===== config.mk =====
export PLATFORM = sky130hd
export DESIGN_NAME = cpu_result_tracer
export DESIGN_NICKNAME = d
export VERILOG_FILES = /design/src/rtl/cpu_result_tracer.sv
export SDC_FILE = /design/constraint.sdc
export NUM_CORES = 1
export LEC_CHECK = 0
export CELL_PAD_IN_SITES_DETAIL_PLACEMENT = 1
export CELL_PAD_IN_SITES_GLOBAL_PLACEMENT = 1
export CORE_MARGIN = 2
export CORE_UTILIZATION = 48
export CTS_CLUSTER_SIZE = 24
export DETAILED_ROUTE_END_ITERATION = 16
export GPL_TIMING_DRIVEN = 0
export MAX_ROUTING_LAYER = met4
export PLACE_DENSITY_LB_ADDON = 0.08
export SETUP_SLACK_MARGIN = 0.5
export SLEW_MARGIN = 25
export SYNTH_ARGS = -nofsm -noshare
export SYNTH_HDL_FRONTEND = slang
export SYNTH_SLANG_ARGS = --single-unit

===== constraint.sdc =====
create_clock -name clk -period 28.4 [get_ports clk]
set_clock_uncertainty 0.05 [all_clocks]
set_input_delay 4.26 -clock clk [delete_from_list [all_inputs] [get_ports clk]]
set_output_delay 4.26 -clock clk [all_outputs]
set_load 0.01 [all_outputs]

===== src/rtl/cpu_result_tracer.sv =====
// Trace capture for the CPU Result bus: stamps each enabled sample with a free-running
// cycle count and queues it in a first-word-fall-through FIFO drained over valid/ready.
module cpu_result_tracer #(
  parameter int DEPTH    = 16,
  parameter int CYC_W    = 16,
  parameter bit ONCHANGE = 1'b0
) (
  input  logic                       clk,
  input  logic                       rst,
  input  logic                       en,
  input  logic                       clear,
  input  logic [31:0]                result,
  output logic                       out_valid,
  input  logic                       out_ready,
  output logic [31:0]                out_data,
  output logic [CYC_W-1:0]           out_cycle,
  output logic [$clog2(DEPTH):0]     count,
  output logic                       overflow,
  output logic [15:0]                drop_cnt
);
  localparam int AW = $clog2(DEPTH);
  localparam logic [AW:0] FULL_CNT = (AW+1)'(DEPTH);

  typedef struct packed {
    logic [CYC_W-1:0] cyc;
    logic [31:0]      data;
  } entry_t;

  entry_t           mem [DEPTH];
  logic [AW-1:0]    wr_ptr, rd_ptr;
  logic [CYC_W-1:0] cyc;
  logic [31:0]      last_val;
  logic             have_last;
  logic             push_req, pop, full, push_ok, drop;

  assign out_valid = (count != '0);
  assign full      = (count == FULL_CNT);
  assign push_req  = en && !clear && (!ONCHANGE || !have_last || (result != last_val));
  assign pop       = out_valid && out_ready;
  // a full FIFO still takes a push when the head leaves in the same cycle
  assign push_ok   = push_req && (!full || pop);
  assign drop      = push_req && full && !pop;

  assign out_data  = mem[rd_ptr].data;
  assign out_cycle = mem[rd_ptr].cyc;

  always_ff @(posedge clk or posedge rst) begin
    if (rst) cyc <= '0;
    else     cyc <= cyc + CYC_W'(1);
  end

  always_ff @(posedge clk or posedge rst) begin
    if (rst) begin
      for (int i = 0; i < DEPTH; i++) mem[i] <= '0;
    end else if (push_ok) begin
      mem[wr_ptr] <= '{cyc: cyc, data: result};
    end
  end

  always_ff @(posedge clk or posedge rst) begin
    if (rst) begin
      wr_ptr    <= '0;
      rd_ptr    <= '0;
      count     <= '0;
      overflow  <= 1'b0;
      drop_cnt  <= '0;
      have_last <= 1'b0;
      last_val  <= '0;
    end else if (clear) begin
      wr_ptr    <= '0;
      rd_ptr    <= '0;
      count     <= '0;
      overflow  <= 1'b0;
      drop_cnt  <= '0;
      have_last <= 1'b0;
    end else begin
      // the change filter tracks requests, so a dropped sample still updates it
      if (push_req) begin
        last_val  <= result;
        have_last <= 1'b1;
      end
      if (push_ok) wr_ptr <= wr_ptr + AW'(1);
      if (pop)     rd_ptr <= rd_ptr + AW'(1);
      case ({push_ok, pop})
        2'b10:   count <= count + (AW+1)'(1);
        2'b01:   count <= count - (AW+1)'(1);
        default: count <= count;
      endcase
      if (drop) begin
        overflow <= 1'b1;
        if (drop_cnt != 16'hFFFF) drop_cnt <= drop_cnt + 16'd1;
      end
    end
  end
endmodule


**Yosys cells after proc, flatten, opt, wreduce, memory -nomap -nowiden**

Index checks and enable logic that the tools add are counted.

- Register bits: 814
- Input bits: 37
- Output and inout port bits: 71
- Word-level logic and storage cells: 87

- Add/sub/neg operators: 6
- Order comparisons: 3
- Equal/unequal tests: 4
- Mux-type cells: 17
- Bitwise operators: 2
- Reduce and logical (&&, ||, !) cells: 17

Operator list:

| kind | number |
|---|---|
| $bwmux W768 | 1 |
| $bmux W48 S4 | 1 |
| $demux W48 S4 | 1 |
| $mux W48 | 3 |
| $mux W16 | 3 |
| $add A16 B1 Y16 const B | 2 |
| $mux W4 | 4 |
| $ne A16 B16 Y1 const B | 1 |
| $ge A5 B5 Y1 const B | 2 |
| $not A4 Y5 | 2 |
| $pmux W5 S2 | 1 |
| $add A4 B1 Y4 const B | 2 |
| $reduce_bool A2 Y1 | 4 |
| $logic_and A1 B1 Y1 | 6 |
| $add A5 B1 Y5 const B | 1 |
| $eq A5 B5 Y1 const B | 1 |
| $lt A5 B1 Y1 const B | 1 |
| $mux W5 | 1 |
| $reduce_bool A5 Y1 | 1 |
| $sub A5 B1 Y5 const B | 1 |
| $logic_not A1 Y1 | 3 |
| $reduce_bool A3 Y1 | 1 |
| $eq A2 B1 Y1 const B | 1 |
| $eq A2 B2 Y1 const B | 1 |
| other kinds (3) | 4 |

**Longest topological paths before layout**

Gate-level depths: netlist (run 1).

- Depth after elaboration: 7
- Gate-level depth with buffers: 11
- Gate-level depth less buffers: 9

**Worst setup path after synthesis (run 1)**

Ideal clock, no wire load.

- Path type: register to output
- From: register rd_ptr[0]
- To: output port out_cycle[10]
- Arrival: 2384 ps
- Required time: 24090 ps
- Path slack: 21706 ps
- Cell stages (with the launch flop): 6
- Buffers on the path: 3
- Cells stage by stage: dfrtp_1 clkbuf_1 buf_2 buf_1 mux4_2 mux4_2

- Cells in the longest elaborated chain, start to end: 4

Ends and longest elaborated chain:

| what | RTL line | RTL |
|---|---|---|
| start: declaration | 30 | `logic [AW-1:0] wr_ptr, rd_ptr;` |
| start signal: assignment | 83 | `if (pop) rd_ptr <= rd_ptr + AW'(1);` |
| $not A4 Y5 (not written as such) | 45 | `assign out_cycle = mem[rd_ptr].cyc;` |
| $bmux W48 S4 | 45 |  |
| $mux W48 (not written as such) (2 in a row) | 45 |  |
| end: declaration | 16 | `output logic [CYC_W-1:0] out_cycle,` |

No other way between the ends. The select of a mux whose other input is x is not followed.

**Worst setup path in the final report (run 1)**

- From: register rd_ptr[0]
- To: output port out_data[29]

- Cells in the longest elaborated chain, start to end: 4

Ends and longest elaborated chain:

| what | RTL line | RTL |
|---|---|---|
| $not A4 Y5 (not written as such) | 44 | `assign out_data = mem[rd_ptr].data;` |
| $bmux W48 S4 | 44 |  |
| $mux W48 (2 in a row) | - |  |
| end: declaration | 15 | `output logic [31:0] out_data,` |

No other way between the ends. The select of a mux whose other input is x is not followed.

==> results.toml, run 1 <==
[run_status]
outcome = "finished clean"

[setup_path]
arrival_ps = 5000
startpoint_type = "flip-flop"
slowest_stage = "clkbuf_1"
path_class = "flip-flop to output port"
max_stage_delay_ps = 910
crit_chain = "clkbuf_1, buf_2, clkbuf_1, clkbuf_1, mux4_2, mux4_2, clkdlybuf4s50_1"
worstPathRequired_ps = 24090
cp-end-kind = "output port"
cp_num_buf_inv = 5
critPathMaxFanout = 10
crit_family = "buffers and inverters"
cp_common_cell = "clkbuf_1"

[floorplanning]
rows = 102
pin_count = 108
fp.dieArea_um2 = 79700
core_area_um2 = 77100
die_h_um = 282
start_util_pct = 48.3
die_w_um = 282

[global_routing]
antenna_found_initial = 1
track_usage_pct = 26.7
grt_pass1_vias = 23800
busiest_layer = "met2"
grt_util_met3_pct = 3.67
grt_use_met2_pct = 43.7
overflow = 0
grt_pass1_wl_um = 153000
grt_util_met1_pct = 34.9
grt_max_degree = 105

[routing]
num_vias = 20800
drt_iter0_markers = 1122
wl_per_cell_um = 27.8
drt_wl_total_um = 99000
drc_errors = 0
firstDrtPassIters = 5
via_per_inst = 5.84
antenna_left = 0

[cts]
post_cts_resize_count = 0
cts_sinks = 814
cts_buffers = 91
cts_tree = "yes"
cts_buffer_depth = 3
postCtsSetupBuffers = 0
insertion_delay_ps = 650
cts_root_buf = "clkbuf_16"
htreeDepth = 3
clk_pin_slew_ps = 60
postCtsHoldBufs = 0

[synth]
yosys_warnings = 0
syn_inst = 2248
yosysTopAreaCell = "dfrtp_1"
syn_avg_cell_area_um2 = 16.5
yosysTopAreaCellShare_pct = 54.8
seq_area_frac_synth_pct = 54.8
synth_enable_flop_cells = 0
synth_nets = 2294
yosys-top-cells-area = "dfrtp_1 55%, mux2_2 16%, mux4_2 15%"
yosysUniqueCellTypes = 48
synth_area_um2 = 37200
async_reset_ff_share_pct = 100
synth-seq-cells = 814
ys.flop_type = "dfrtp_1"

[timing]
min_period_ps = 9310
fin_ws_ps = 19090
hold-worst-slack_ps = 431
worstMarginPinSlew_ps = 1140
rsz0062_at_grt = "no"
slew_headroom_pct = 23.7
finalSetupViolCount = 0
hold_viol = 0
max_freq_ghz = 0.107
finalMaxSlewViolations = 0
period_share_pct = 32.8

[min_path]
hold_class = "flip-flop to flip-flop"

[cells_and_area]
nets = 2502
area_growth_syn_to_layout_pct = 15.4
final_util_pct = 55.7
drive_gt1_share_pct = 44.3

[pwr]
peakVddDrop_uv = 46.9
power.density_nw_per_um2 = 76.3
leakagePower_nw = 19.6

[place]
gp_congestion = 0.783
place_hpwl_um = 64500
portBuffers = 105
post-place-ws_ps = 19760

[run]
max_cap_violations = 0
[cells in the final DEF (no fill, tap or decap), types with 6 or more instances in the layout]
master and instances:
dfrtp_1 814, mux2_2 532, mux4_2 240, mux2_1 160, clkbuf_1 109, clkdlybuf4s50_1 105, clkbuf_16 95, mux2_4 80
nor2_1 38, buf_2 36, buf_4 30, clkbuf_8 26, nand2_1 23, xnor2_1 22, nand3_1 22, buf_6 20
buf_1 18, clkinv_2 16, clkbuf_2 15, xor2_1 13, nand4_1 10, ha_1 9, buf_16 8, inv_1 6
and3_1 6, bufinv_16 6
[worst paths after layout]
kind,start,to,slack [ps],cells past startpoint
max,rd_ptr[0],out_data[29],19090,7
min reg2reg,mem[61],mem[61],430,1
min in group asynchronous,rst,drop_cnt[9],4030,2
min,mem[61],mem[61],430,1
max in group asynchronous,rst,mem[302],22350,5
max reg2reg,rd_ptr[0],rd_ptr[3],25070,7
[metrics by stage]
step / setup TNS (ps) / cells / cell area [um2] / total power (W)
2_1_floorplan: 0 / 2248 / 37200 / 0.00181
3_3_place_gp: -5422270 / 3393 / 39600 / 0.00207
3_5_place_dp: 0 / 3401 / 39800 / 0.00210
4_1_cts: 0 / 3563 / 42900 / 0.00332
5_1_grt: 0 / 3566 / 42900 / 0.00342
6_report: 0 / 3566 / 42900 / 0.00328
[registers in the layout (all words and copies together), names as in the netlist]
signal and cells:
drop_cnt 16, cyc 16, wr_ptr 4, mem 768, rd_ptr 4, count 5, overflow 1
[worst register-to-register path, delay by kind of cell (launching register included)]
| family | cells | cell delay, ps |
|---|---|---|
| xor+xnor | 1 | 190 |
| buf+inv | 4 | 2340 |
| flops | 1 | 350 |
| simple gates | 2 | 320 |
[cells by family after synthesis]
kind of cell,count (synthesis),share of synthesized area (%)
compound gates,25,0.535
xor+xnor,35,0.824
fa+ha+maj,9,0.303
buf+inv,218,2.98
flops,814,54.8
mux,1015,38.8
simple gates,132,1.82
[area by class of cell]
cell class	count	area, um2
fillers	7074	34200
plain buffers	211	1110
inverters	7	33.8
clock inverters	25	284
clock buffers	137	2800
diodes	1	2.50
flip-flops and latches	814	20400
repair buffers	115	1300
multi-input cells	1216	15700
well taps	1040	1300
[power by group]
part           switching, W  internal [W]  leakage [nW]
clock network      0.000476      0.000730          1.53
logic              0.000344      0.000377          7.09
registers         0.0000644       0.00128          11.0
[per-layer routing]
layer	part of all wire, %	vias up	wire [um]
met1	43	11600	43000
met2	50	373	49800
met3	3.6	149	3590
li1	-	8767	-
met4	2.5	0	2510
met5	0	-	0
[Yosys cell counts, types with 22 or more instances]
| master | number |
|---|---|
| mux2_2 | 532 |
| nand3_1 | 22 |
| buf_1 | 29 |
| clkbuf_1 | 105 |
| dfrtp_1 | 814 |
| buf_2 | 28 |
| nand2_1 | 23 |
| mux2_4 | 80 |
| mux2_1 | 160 |
| nor2_1 | 38 |
| buf_4 | 30 |
| mux4_2 | 240 |
| xnor2_1 | 22 |
Note: power is estimated with default switching activity, not from simulation.
==> run 2, diff against run 1 <==
--- a/config.mk
+++ b/config.mk
@@ -8,7 +8,7 @@
 export CELL_PAD_IN_SITES_DETAIL_PLACEMENT = 1
 export CELL_PAD_IN_SITES_GLOBAL_PLACEMENT = 1
 export CORE_MARGIN = 2
-export CORE_UTILIZATION = 48
+export CORE_UTILIZATION = 53
 export CTS_CLUSTER_SIZE = 24
 export DETAILED_ROUTE_END_ITERATION = 16
 export GPL_TIMING_DRIVEN = 0
==> constraint.sdc (replaced) <==
create_clock -name clk -period 9 [get_ports clk]
set_clock_uncertainty 0.05 [all_clocks]
set_input_delay 1.35 -clock clk [delete_from_list [all_inputs] [get_ports clk]]
set_output_delay 1.35 -clock clk [all_outputs]
set_load 0.01 [all_outputs]
==> run 2 against run 1 <==
  * Total power rose to 3.1 times the previous value
  * Final area is essentially flat
  * Non-clock buffer count up 22
  * First-iteration DRC count up 15%
  * Routed wire length rose by 1.6%
  * Sequential share of layout area about the same
  * Count of clock-buffer cells in the layout unchanged
  * Setup slack lost 16000 ps
==> results.toml, run 2 (same netlist as run 1, synthesis figures left out) <==
[floorplanning]
die_h_um = 269
die_w_um = 269
fp.dieArea_um2 = 72300
rows = 97
start_util_pct = 53.3
pin_count = 108
core_area_um2 = 69800

[setup_path]
critPathMaxFanout = 10
cp-end-kind = "output port"
worstPathRequired_ps = 7600
rr_worst_depth = 7
path_class = "flip-flop to output port"
startpoint_type = "flip-flop"
arrival_ps = 4610

[timing]
finalMaxSlewViolations = 0
slew_headroom_pct = 28.1
worstMarginPinSlew_ps = 1080
hold_viol = 0
period_share_pct = 66.8
rsz0062_at_grt = "no"
finalSetupViolCount = 0
min_period_ps = 6010
max_freq_ghz = 0.166
fin_ws_ps = 2990

[pwr]
peakVddDrop_uv = 169
leakagePower_nw = 19.6
power.density_nw_per_um2 = 236

[routing]
firstDrtPassIters = 7
num_vias = 21100
wl_per_cell_um = 28.9
antenna_left = 0
drt_iter0_markers = 1291
drt_wl_total_um = 101000
via_per_inst = 6.07
drc_errors = 0

[cells_and_area]
reg_top3 = "mem (768), cyc (16), drop_cnt (16)"
final_cell_mix = "814 x dfrtp_1, 532 x mux2_2, 240 x mux4_2"
largest_reg_flops = 768
final_util_pct = 61.5
multiInputGateArea_um2 = 15700
fillers = 6174
largest-register = "mem"
nets = 2519
area_growth_syn_to_layout_pct = 15.4
seqCellArea_um2 = 20400
final_common_cell = "dfrtp_1"
drive_gt1_share_pct = 44.1

[global_routing]
antenna_found_initial = 1
grt_pass1_vias = 24300
grt_use_met2_pct = 49.4
grt_util_met1_pct = 38.1
grt_max_degree = 35
overflow = 0
busiest_layer = "met2"
grt_pass1_wl_um = 155000
track_usage_pct = 29.8
grt_util_met3_pct = 4.27

[cts]
cts_buffer_depth = 3
clk_pin_slew_ps = 60
postCtsSetupBuffers = 0
cts_tree = "yes"
cts_buffers = 86
postCtsHoldBufs = 0
htreeDepth = 3
cts_root_buf = "clkbuf_16"
cts_sinks = 814
insertion_delay_ps = 640
post_cts_resize_count = 0

[place]
portBuffers = 105
post-place-ws_ps = 3390
gp_congestion = 0.779
place_hpwl_um = 66000

[run_status]
outcome = "finished clean"

[min_path]
worstHoldPathCells = 1
hold_class = "flip-flop to flip-flop"

[run]
max_cap_violations = 0
## run 2: changes by cell type in the layout (fill, tap and decap cells not counted), sizes merged
cell	before	now
bufinv	6	4
buf	113	135
clkinvlp	2	1
inv	8	10
clkinv	16	10
## run 2: final timing paths
path	start	endpoint	slack, ps
setup / recovery	rd_ptr[1]	out_data[6]	2990
setup reg to reg	rd_ptr[1]	rd_ptr[3]	5870
max in group asynchronous	rst	mem[214]	5640
hold reg to reg	mem[63]	mem[63]	430
hold / removal	mem[63]	mem[63]	430
min in group asynchronous	rst	mem[337]	1120
## run 2: final cells by class
class | count | area share, %
buffer | 211 | 2.59
antenna | 1 | 0.00583
inverter | 7 | 0.0700
multi-input combinational | 1216 | 36.6
tap | 940 | 2.74
clock inverter | 18 | 0.478
sequential | 814 | 47.5
clock buffer | 137 | 6.00
timing repair buffer | 137 | 4.02
## run 2: report_power, final
group / total (W) / switching, W / internal, W
Combinational: 0.00230 / 0.00109 / 0.00121
Clock: 0.00354 / 0.00147 / 0.00207
Sequential: 0.00427 / 0.000213 / 0.00405
Total: 0.0101 / 0.00277 / 0.00734
## run 2: metal layers
metal  routed length [um]  up-vias  share of wire, %
met2                51600      464                51
met3                 3830      171               3.8
met1                41900    11700                42
li1                     -     8816                 -
met5                    0        -                 0
met4                 3260        0               3.2
## run 2: through the flow
stage	power [W]	instance area (um2)	cells	TNS (ps)	hold WS [ps]
2_1_floorplan	0.00571	37200	2248	-2911320	402
3_3_place_gp	0.00650	39400	3293	-6283890	411
3_5_place_dp	0.00664	40100	3324	0	424
4_1_cts	0.0102	42900	3479	0	437
5_1_grt	0.0105	42900	3481	0	449
6_report	0.0101	42900	3481	0	432
## run 2: critical path, cell delays in order, from the launching register on
cell             delay (ps)
dfrtp_1                 370
clkbuf_1                350
buf_2                   480
clkbuf_1                450
clkbuf_1                840
mux4_2                  460
mux4_2                  520
clkdlybuf4s50_1         500
==> run 3, diff against run 2 <==
--- a/config.mk
+++ b/config.mk
@@ -8,7 +8,7 @@
 export CELL_PAD_IN_SITES_DETAIL_PLACEMENT = 1
 export CELL_PAD_IN_SITES_GLOBAL_PLACEMENT = 1
 export CORE_MARGIN = 2
-export CORE_UTILIZATION = 53
+export CORE_UTILIZATION = 48
 export CTS_CLUSTER_SIZE = 24
 export DETAILED_ROUTE_END_ITERATION = 16
 export GPL_TIMING_DRIVEN = 0
==> constraint.sdc (replaced) <==
create_clock -name clk -period 4.9 [get_ports clk]
set_clock_uncertainty 0.05 [all_clocks]
set_input_delay 0.735 -clock clk [delete_from_list [all_inputs] [get_ports clk]]
set_output_delay 0.735 -clock clk [all_outputs]
set_load 0.01 [all_outputs]
==> run 3 against run 2 <==
  * Global-route usage is 3.1 points lower
  * Total power is 88% higher
  * Worst hold slack worse by 2.2 ps
  * Highest routed layer unchanged
  * Via count is 1.0% lower
  * Final area is 1.4% higher
  * Count of clock-buffer cells in the layout is 7 higher
  * Cell count is 3.3% higher
  * Routed wire length is 1.0% lower
  * Largest cell class unchanged
  * Setup slack worse by 2400 ps
  * Combinational power is 86% higher
  * Critical path depth stayed put
==> results.toml, run 3 (same netlist as run 1, synthesis figures left out) <==
[cells_and_area]
largest-register = "mem"
final_common_cell = "dfrtp_1"
area_growth_syn_to_layout_pct = 17.0
drive_gt1_share_pct = 45.7
reg_top3 = "mem (768), cyc (16), drop_cnt (16)"
largest_reg_flops = 768
final_cell_mix = "814 x dfrtp_1, 532 x mux2_2, 240 x mux4_2"
finish.instance_area_um2 = 43500
nets = 2525

[place]
dpl_cell_area_um2 = 40300
gp_congestion = 0.785
place_hpwl_um = 66000
portBuffers = 105

[routing]
firstDrtPassIters = 7
num_vias = 20900
wl_per_cell_um = 27.7
antenna_left = 0
drc_errors = 0
drt_iter0_markers = 1095
drt_wl_total_um = 99500
via_per_inst = 5.82

[global_routing]
grt_max_degree = 36
grt_util_met3_pct = 4.59
grt_util_met1_pct = 34.2
overflow = 0
grt_pass1_wl_um = 153000
grt_use_met2_pct = 44.0
grt_pass1_vias = 23900
antenna_found_initial = 1
track_usage_pct = 26.7
busiest_layer = "met2"

[timing]
finalMaxSlewViolations = 0
max_freq_ghz = 0.230
hold-worst-slack_ps = 430
hold_viol = 0
period_share_pct = 88.6
min_period_ps = 4340
slew_headroom_pct = 25.0
worstMarginPinSlew_ps = 1130
rsz0062_at_grt = "yes"
finalSetupViolCount = 0

[floorplanning]
rows = 102
start_util_pct = 48.3
pin_count = 108
fp.dieArea_um2 = 79700
core_area_um2 = 77100
die_w_um = 282
die_h_um = 282

[run_status]
outcome = "finished clean"

[pwr]
power.density_nw_per_um2 = 438
leakagePower_nw = 19.9
peakVddDrop_uv = 310

[cts]
clk_pin_slew_ps = 60
htreeDepth = 3
cts_tree = "yes"
cts_buffer_depth = 3
postCtsSetupBuffers = 0
cts_root_buf = "clkbuf_16"
cts_buffers = 92
insertion_delay_ps = 640
cts_sinks = 814

[min_path]
hold_class = "flip-flop to flip-flop"

[setup_path]
arrival_ps = 3560
cp-end-kind = "output port"
path_class = "flip-flop to output port"
startpoint_type = "flip-flop"
worstPathRequired_ps = 4120
critPathMaxFanout = 10

[run]
max_cap_violations = 0
-- run 3: worst paths after layout --
path | from | endpoint | slack (ps) | depth (start not counted)
hold reg to reg | mem[16] | mem[16] | 430 | 1
setup / recovery | rd_ptr[1] | out_data[21] | 560 | 7
max in group asynchronous | rst | mem[258] | 1740 | 13
min in group asynchronous | rst | count[3] | 460 | 2
hold / removal | mem[16] | mem[16] | 430 | 1
setup reg to reg | count[1] | mem[633] | 1850 | 9
-- run 3: area by class of cell --
class | instances | area [um2]
Buffer | 211 | 1250
Sequential cell | 814 | 20400
Tap cell | 1040 | 1300
Clock buffer | 144 | 2830
Inverter | 7 | 30.0
Timing Repair Buffer | 137 | 1760
Multi-Input combinational cell | 1216 | 15700
Antenna cell | 1 | 2.50
Fill cell | 7091 | 33600
Clock inverter | 25 | 260
-- run 3: repair_timing --
item                                    in CTS  in global routing
hold buffers                                 0                  0
endpoints found under the setup margin      48                 16
resized for setup                           75                  6
-- run 3: worst max-delay path, cell delays in order (launching register included) --
cell	delay [ps]
dfrtp_1	360
clkbuf_2	240
buf_6	250
clkbuf_4	300
clkbuf_4	330
mux4_2	340
mux4_2	570
clkdlybuf4s50_1	520
-- run 3: layer usage --
| metal | up-vias | routed length (um) | part of all wire (%) |
|---|---|---|---|
| met5 | - | 0 | 0 |
| met4 | 0 | 3000 | 3.0 |
| met2 | 391 | 50000 | 50 |
| met3 | 177 | 3720 | 3.7 |
| li1 | 8843 | - | - |
| met1 | 11500 | 42800 | 43 |
-- run 3: through the flow --
| stage | utilization (%) | worst slack [ps] | power, W | setup TNS, ps | cells |
|---|---|---|---|---|---|
| 6_report | 56.5 | 558 | 0.0191 | 0 | 3595 |
| 5_1_grt | 56.5 | 484 | 0.0199 | 0 | 3595 |
| 4_1_cts | 56.5 | 507 | 0.0193 | 0 | 3594 |
| 3_5_place_dp | 52.3 | -202 | 0.0122 | -1670 | 3425 |
| 3_3_place_gp | 51.3 | -11470 | 0.0120 | -9240440 | 3393 |
| 2_1_floorplan | - | -7060 | 0.0105 | -5748110 | 2248 |
-- run 3: report_power, final --
group / switching, W / internal (W)
logic: 0.00199 / 0.00229
clock network: 0.00278 / 0.00417
registers: 0.000383 / 0.00745
